$ cat src/rtl/dec4to16_sync.sv
// dec4to16_sync: registered 4-to-16 one-hot decoder with enable and selectable output polarity.
// Ports:
//   clk  - rising-edge clock
//   rst  - synchronous active-high reset; forces Y inactive and vld low
//   en   - decode enable, sampled on clk
//   A    - 4-bit select code, sampled on clk
//   Y    - registered decoded output, one cycle after (en, A)
//   vld  - registered copy of en, qualifies Y
// Parameter ACTIVE_LOW inverts the whole Y vector (selected line 0, others 1).

module dec3to8 (
   input  logic       en_i,
   input  logic [2:0] a_i,
   output logic [7:0] y_o
);
   // The ternary keeps the output at zero when disabled, even if a_i is unknown.
   always_comb y_o = en_i ? (8'h01 << a_i) : 8'h00;
endmodule

module dec4to16_sync #(
   parameter bit ACTIVE_LOW = 1'b0
) (
   input  logic        clk,
   input  logic        rst,
   input  logic        en,
   input  logic [3:0]  A,
   output logic [15:0] Y,
   output logic        vld
);
   localparam logic [15:0] INACTIVE = {16{ACTIVE_LOW}};
   logic [7:0]  lo, hi;
   logic [15:0] y_d, y_q;
   logic        vld_d, vld_q;
   // A[3] picks which 3-to-8 stage is enabled; the other stage stays all-zero.
   dec3to8 u_lo (.en_i(en & ~A[3]), .a_i(A[2:0]), .y_o(lo));
   dec3to8 u_hi (.en_i(en &  A[3]), .a_i(A[2:0]), .y_o(hi));
   always_comb begin
      y_d   = {hi, lo} ^ INACTIVE;
      vld_d = en;
   end
   always_ff @(posedge clk) begin
      if (rst) begin
         y_q   <= INACTIVE;
         vld_q <= 1'b0;
      end else begin
         y_q   <= y_d;
         vld_q <= vld_d;
      end
   end
   assign Y   = y_q;
   assign vld = vld_q;
endmodule

$ cat config.mk
export PLATFORM = sky130hd
export DESIGN_NAME = dec4to16_sync
export DESIGN_NICKNAME = d
export VERILOG_FILES = /design/src/rtl/dec4to16_sync.sv
export SDC_FILE = /design/constraint.sdc
export NUM_CORES = 1
export LEC_CHECK = 0
export CAP_MARGIN = 20
export CORE_AREA = 4 4 41 43
export CTS_CLUSTER_SIZE = 24
export DETAILED_ROUTE_END_ITERATION = 8
export DIE_AREA = 0 0 45 47
export GPL_TIMING_DRIVEN = 0
export PLACE_DENSITY = 0.75
export SLEW_MARGIN = 0
export SYNTH_ARGS = -nofsm -noshare
export SYNTH_HDL_FRONTEND = slang
export SYNTH_SLANG_ARGS = --single-unit
$ cat constraint.sdc
create_clock -name clk -period 1.6 [get_ports clk]
set_input_delay 0.32 -clock clk [delete_from_list [all_inputs] [get_ports clk]]
set_output_delay 0.32 -clock clk [all_outputs]
set_load 0.01 [all_outputs]
# After elaboration in Yosys (flattened, before gate mapping)
# Cells that the tools add are included.
[word_totals]
regBits = 17
in_bits = 7
output_inout_bits = 17
word_cells = 11
[op_classes]
shifts = 1
n_bitwise = 5
reduce_logical = 2
[ops]
columns = ["operator", "count"]
rows = [
  ["$shl A1 B3 Y8 const A", 1],
  ["$reduce_or A2 Y1", 2],
  ["$not A1 Y1", 3],
  ["$and A1 B1 Y1", 2],
]

# Longest topological paths before layout
[logic_depth]
word_depth = 4
mapped_depth = 2
mapped_depth_nobuf = 2

# Hierarchy
# A second synthesis with hierarchy kept.
[unflattened]
hier_cells = 53
area_unflattened_um2 = 678.2
[by_module_without_submodules]
columns = ["module", "instances", "cells_per_inst", "area_per_inst_um2", "seq_area_each_um2"]
rows = [
  ["dec4to16_sync", 1, 37, 488.0, 340.3],
  ["dec3to8", 2, 8, 95.1, 0.0],
]

# Worst setup path after synthesis
# No wires, ideal clock.
[synth_timing]
kind = "input to register"
startpoint = "input A[1]"
endpoint = "register y_q[0] (netlist: Y[0])"
setup_ns = 0.073
arrival_time_ns = 0.955
required_ns = 1.527
slack_ns = 0.572
path_stages = 2
path_buffers = 0
cell_sequence = "or4b_4 nor3_2"
[synth_between]
elab_chain_cells = 1
[synth_lines]
columns = ["element", "line_no", "rtl"]
rows = [
  ["from (decl)", "26", "input logic [3:0] A,"],
  ["$shl A1 B3 Y8", "17", "always_comb y_o = en_i ? (8'h01 << a_i) : 8'h00;"],
  ["to (signal assigned)", "46", "y_q <= y_d;"],
  ["to (decl)", "32", "logic [15:0] y_d, y_q;"],
]
# Every way passes these cells.
# A chain may end at the register's enable or synchronous reset.

# Worst setup path after layout
[layout_timing]
startpoint = "register y_q[3] (netlist: Y[3])"
endpoint = "output Y[3]"
[layout_lines]
columns = ["element", "line_no", "rtl"]
rows = [
  ["to (decl)", "27", "output logic [15:0] Y,"],
]
# No word-level cell between the ends.

==> key figures <==
Finish
  – Proportion of layout cells with a drive suffix above 1: approximately 8.8%
  – Layout Area Growth over Synthesis: 57.9%
  – Most frequent cells in the layout: clkdlybuf4s50_1 (23), dfxtp_1 (17), nor2_1 (12), nor3_1 (3), clkbuf_4 (3)
  – Finished Cell Area: approximately 750 µm²
  – Utilization after layout: just under 60%
  – FILL cells: 124
  – Most common cell after layout, fill and taps aside: clkdlybuf4s50_1
  – Number of diodes: 0
  – Layout Nets: 76
  – Fin cells: between 80 and 90

Worst setup path
  – Buf+Inv Stages, Crit Path: 1
  – Critical path launch point type: register
  – Crit-path max cell delay: 0.53 ns
  – CP max-delay cell: clkdlybuf4s50_1
  – Critical path arrival: 1.15 ns
  – CP required: around 1.3 ns
  – Family with the most delay on the worst path: buffers and inverters
  – Critical path peak fanout: 1
  – Path type of the worst setup path: register to output port
  – Worst Setup End Kind: output port
  – CP Cell Sequence: clkdlybuf4s50_1

STA
  – Post-route setup slack: roughly 0.13 ns
  – Final period utilization: between 90 and 100%
  – RSZ-0062 raised after global routing: no
  – Final Hold Viols: 0
  – Slew @ Worst Pin: 0.249 ns
  – Slew HR: 83.4%
  – Final worst path period need: ~1.5 ns
  – Slew Viols, Final: 0
  – FMAX: slightly below 700 MHz
  – Fin Setup TNS: 0 ns
  – Setup violators final: 0

Die
  – Row count: 13
  – Initial Utilization: a little under two fifths
  – CORE AREA: 0.00130 mm²
  – Die Ht: about 47 µm
  – IO Pins: 24
  – Die area: 0.00212 mm²
  – Die X: about 45 µm

GRT
  – Total GRT Usage: a little under a tenth
  – Initial antenna violation count: 0
  – Largest net degree at the start of global routing: 11
  – Vias in the first global route: roughly 320
  – First-pass GRT wire length: around 1300 µm
  – Congestion Overflow GR: 0

Outcome
  – Outcome: complete, no violations

Placed design
  – Final Wtd Congestion: approximately 0.79
  – Buffers on Ports: 23
  – Placed Instances: just under 80
  – Placed cell areas: between 700 and 800 µm²
  – Place WS: 0.0484 ns

Hold path
  – Hold path cells: 2
  – Min-delay src: rst
  – Hold Path Class: primary input to register
  – Min-Delay Endpoint: vld$_SDFF_PP0_

CTS
  – CTS clk-pin slew, worst paths: ~0.090 ns
  – Post_cts resized: 0
  – CTS Buf Count: 3
  – H-tree depth: 1
  – # clock sinks: 17
  – Hold buffers post-CTS: 0
  – CTS tree: built
  – Max clock buf depth: 2
  – Post-CTS repair timing setup buffer count: 0
  – CTS Root Cell: clkbuf_4

Power and ir drop
  – Power Density: 926 mW/mm²
  – VDD IR max: between 500 and 600 µV
  – Pleak: approximately 0.27 nW

Synth
  – Synthesized Nets: 48
  – Seq cells post-synth: 17
  – Synth cell types: 10
  – Yosys Warn Count: 0
  – Fraction of the yosys area taken by sequential cells: around 70%
  – Mapped Cells: just over 40
  – Mean Syn Cell Area: 11.7 µm²
  – Cell Area, Synth: about 480 µm²

Drt
  – Avg WL per Cell: ~11 µm
  – DRC Markers: 0
  – Via density: around 4.5
  – DR vias: roughly 380
  – Post-route ant nets: 0
  – Router iterations before antenna repair: 5
  – DRT Wirelength: between 900 and 1000 µm
  – Starting DRT DRC Count: 3

Job
  – Max-capacitance violation count: 0
[flip-flops by register name, summed over array words and instances (netlist names)]
name  cells
Y        16
vld       1
[layout make-up]
class	instances	area (µm²)	area share [%]
multi-input combinational	24	138	18.2
clock buffer	3	22.5	2.99
tap	15	18.8	2.49
timing repair buffer	23	230	30.5
sequential	17	340	45.1
clock inverter	1	5.00	0.663
[kinds of logic after synthesis]
family | share of synthesized area (%)
simple gates | 28.8
flops | 71.2
[synthesized netlist by cell type]
cell type,n,area (µm²)
dfxtp_1,17,340
nand2_1,1,3.75
nand2b_1,2,12.5
nand4b_1,1,8.76
nand4bb_1,2,22.5
nor2_1,12,45.0
nor2b_1,1,6.26
nor3_1,3,15.0
nor3_2,1,10.0
or4b_4,1,13.8
[worst max path at each step]
| stage | endpoint | startpoint | slack (ns) | cells past startpoint |
|---|---|---|---|---|
| floorplan | Y[0]$_SDFF_PP0_ | A[1] | 0.57 | 2 |
| global route | Y[10] | Y[10]$_SDFF_PP0_ | 0.08 | 1 |
| detailed placement | Y[0]$_SDFF_PP0_ | A[1] | 0.05 | 3 |
| CTS | Y[3] | Y[3]$_SDFF_PP0_ | 0.11 | 1 |
| global placement | Y[0]$_SDFF_PP0_ | A[1] | 0.05 | 3 |
| finish | Y[3] | Y[3]$_SDFF_PP0_ | 0.13 | 1 |
[where the power goes]
part | switching, mW | total, mW | internal (mW)
sequential | 0.00124 | 0.429 | 0.428
combinational | 0.0226 | 0.0514 | 0.0287
clock | 0.125 | 0.218 | 0.0928
[routing by layer]
layer	vias up	part of all wire (%)	GRT usage, %
met2	17	46	15.3
met3	2	14	4.21
met5	-	0	0
met1	168	39	9.07
li1	189	-	-
met4	0	1.1	8.77
[per-stage QoR]
step | hold WS [ns] | power, mW
5_1_grt | 0.655 | 0.729
4_1_cts | 0.644 | 0.708
3_3_place_gp | 0.934 | 0.490
3_5_place_dp | 0.943 | 0.491
6_report | 0.644 | 0.699
2_1_floorplan | 0.389 | 0.456
(Power assumes the default switching activity.)
==> RTL change: new RTL, config.mk and constraints unchanged <==
Make the reset (`rst`) asynchronous in one clocked block. Comments in the files are not updated.
--- a/src/rtl/dec4to16_sync.sv
+++ b/src/rtl/dec4to16_sync.sv
@@ -39,5 +39,5 @@
       vld_d = en;
    end
-   always_ff @(posedge clk) begin
+   always_ff @(posedge clk or posedge rst) begin
       if (rst) begin
          y_q   <= INACTIVE;
Behaviour: differs if rst is asserted again (counterexample within 4 cycles, from zero or initial values and one cycle with rst high); with rst held inactive, the same outputs for 10 cycles.
==> RTL change against the unedited design <==
Die area is the same; sequential cell count unchanged; setup slack worse by 9.4 ps; power up 2.7%; wire length is 8.6% higher; synthesized area increased by 14%; cell area up 9.1%; non-clock buffer count unchanged; sequential share of layout area rose by 6.6 points; critical endpoint is now Y[15]; highest routed layer is now met3.
==> RTL change: results (changes against the unedited design) <==
status finished clean; register area share after synthesis 77.8% (+6.6 points); Yosys Warn Count 0 (unchanged); Slew headroom 59.8% (-24 points); pre-CTS setup slack 99.6 ps (+51.2 ps); CP Max Fanout 1 (unchanged); top cells by area, synth dfrtp_1, nor2_1, nor3_1, nand3b_1, nand2b_1; Max VDD drop 0.557 mV (+4.8%); 1st-pass router iterations 2 (-3); Total GRT Usage 12.0% (+2.5 points); largest net degree at the start of global routing 18 (+7); Routed WL 1010 µm (+8.6%); Inserted Clock Buffers 3 (unchanged); synth cell count leaders dfrtp_1, nor2_1, nor3_1, nand2b_1, nand3b_1; Routability Congestion 0.667 (-15%); crit-path max cell delay 540 ps; first-pass GRT wire length 1700 µm (+27%); Lkg Pwr 0.000373 µW (+36%); detailed-route via count 383 (+1.9%); async set or reset register ratio after synthesis 100% (+100 points); HP Class in2async; CTS Buffer Depth 2 (unchanged); H-tree depth 1 (unchanged); Iter 0 DRT Violations 4 (+1); Setup Buffers After CTS 0 (unchanged)
==> RTL change: changes by cell type in the layout (fill, tap and decap cells not counted), moves of 2 or more <==
cell | before | now
nand3b_1 | 0 | 2
nand4bb_1 | 2 | 0
dfrtp_1 | 0 | 17
dfxtp_1 | 17 | 0
==> RTL change: cell families (layout without fill, tap and decap cells) <==
group         count (synthesis)  count (layout)  synth area share [%]
simple gates                 23              23                  21.5
buf+inv                       1              28                 0.686
flops                        17              17                  77.8
==> RTL change: cell type report <==
class	instances	area, µm²	area share, %
inverter	1	3.75	0.456
multi-input combinational	23	118	14.3
sequential	17	425	51.7
timing repair buffer	23	230	28.0
clock buffer	3	22.5	2.74
clock inverter	1	5.00	0.608
tap	15	18.8	2.28
==> RTL change: worst paths after layout <==
kind                                    to  slack (ps)            start  depth (start not counted)
worst min-delay path       Y[14]$_DFF_PP0_         410              rst                          2
max in group asynchronous   Y[4]$_DFF_PP0_         800              rst                          2
min in group clk             vld$_DFF_PP0_         590               en                          1
worst max-delay path                 Y[15]         120  Y[15]$_DFF_PP0_                          1
==> RTL change: metal layers <==
| layer | share of wire (%) | vias to the layer above | GRT usage [%] | routed length (µm) |
|---|---|---|---|---|
| met4 | 0 | 0 | 7.02 | 0 |
| li1 | - | 188 | - | - |
| met2 | 45 | 17 | 16.7 | 459 |
| met3 | 10 | 0 | 3.83 | 106 |
| met5 | 0 | - | 0 | 0 |
| met1 | 44 | 178 | 16.3 | 444 |
==> RTL change: through the flow <==
stage	hold slack, ps	total power, µW	instance area [µm²]	utilization (%)
final	406	718	823	63.3
after global routing	479	762	823	63.3
after CTS	420	734	823	63.3
after detailed placement	741	514	796	61.2
after global placement	712	513	796	61.2
after floorplan	246	472	547	-
==> RTL change: power breakdown <==
group | switching [µW] | internal [µW] | total (µW)
clock | 120 | 92.7 | 213
combinational | 33.3 | 32.5 | 65.9
sequential | 2.14 | 437 | 439
total | 156 | 562 | 718
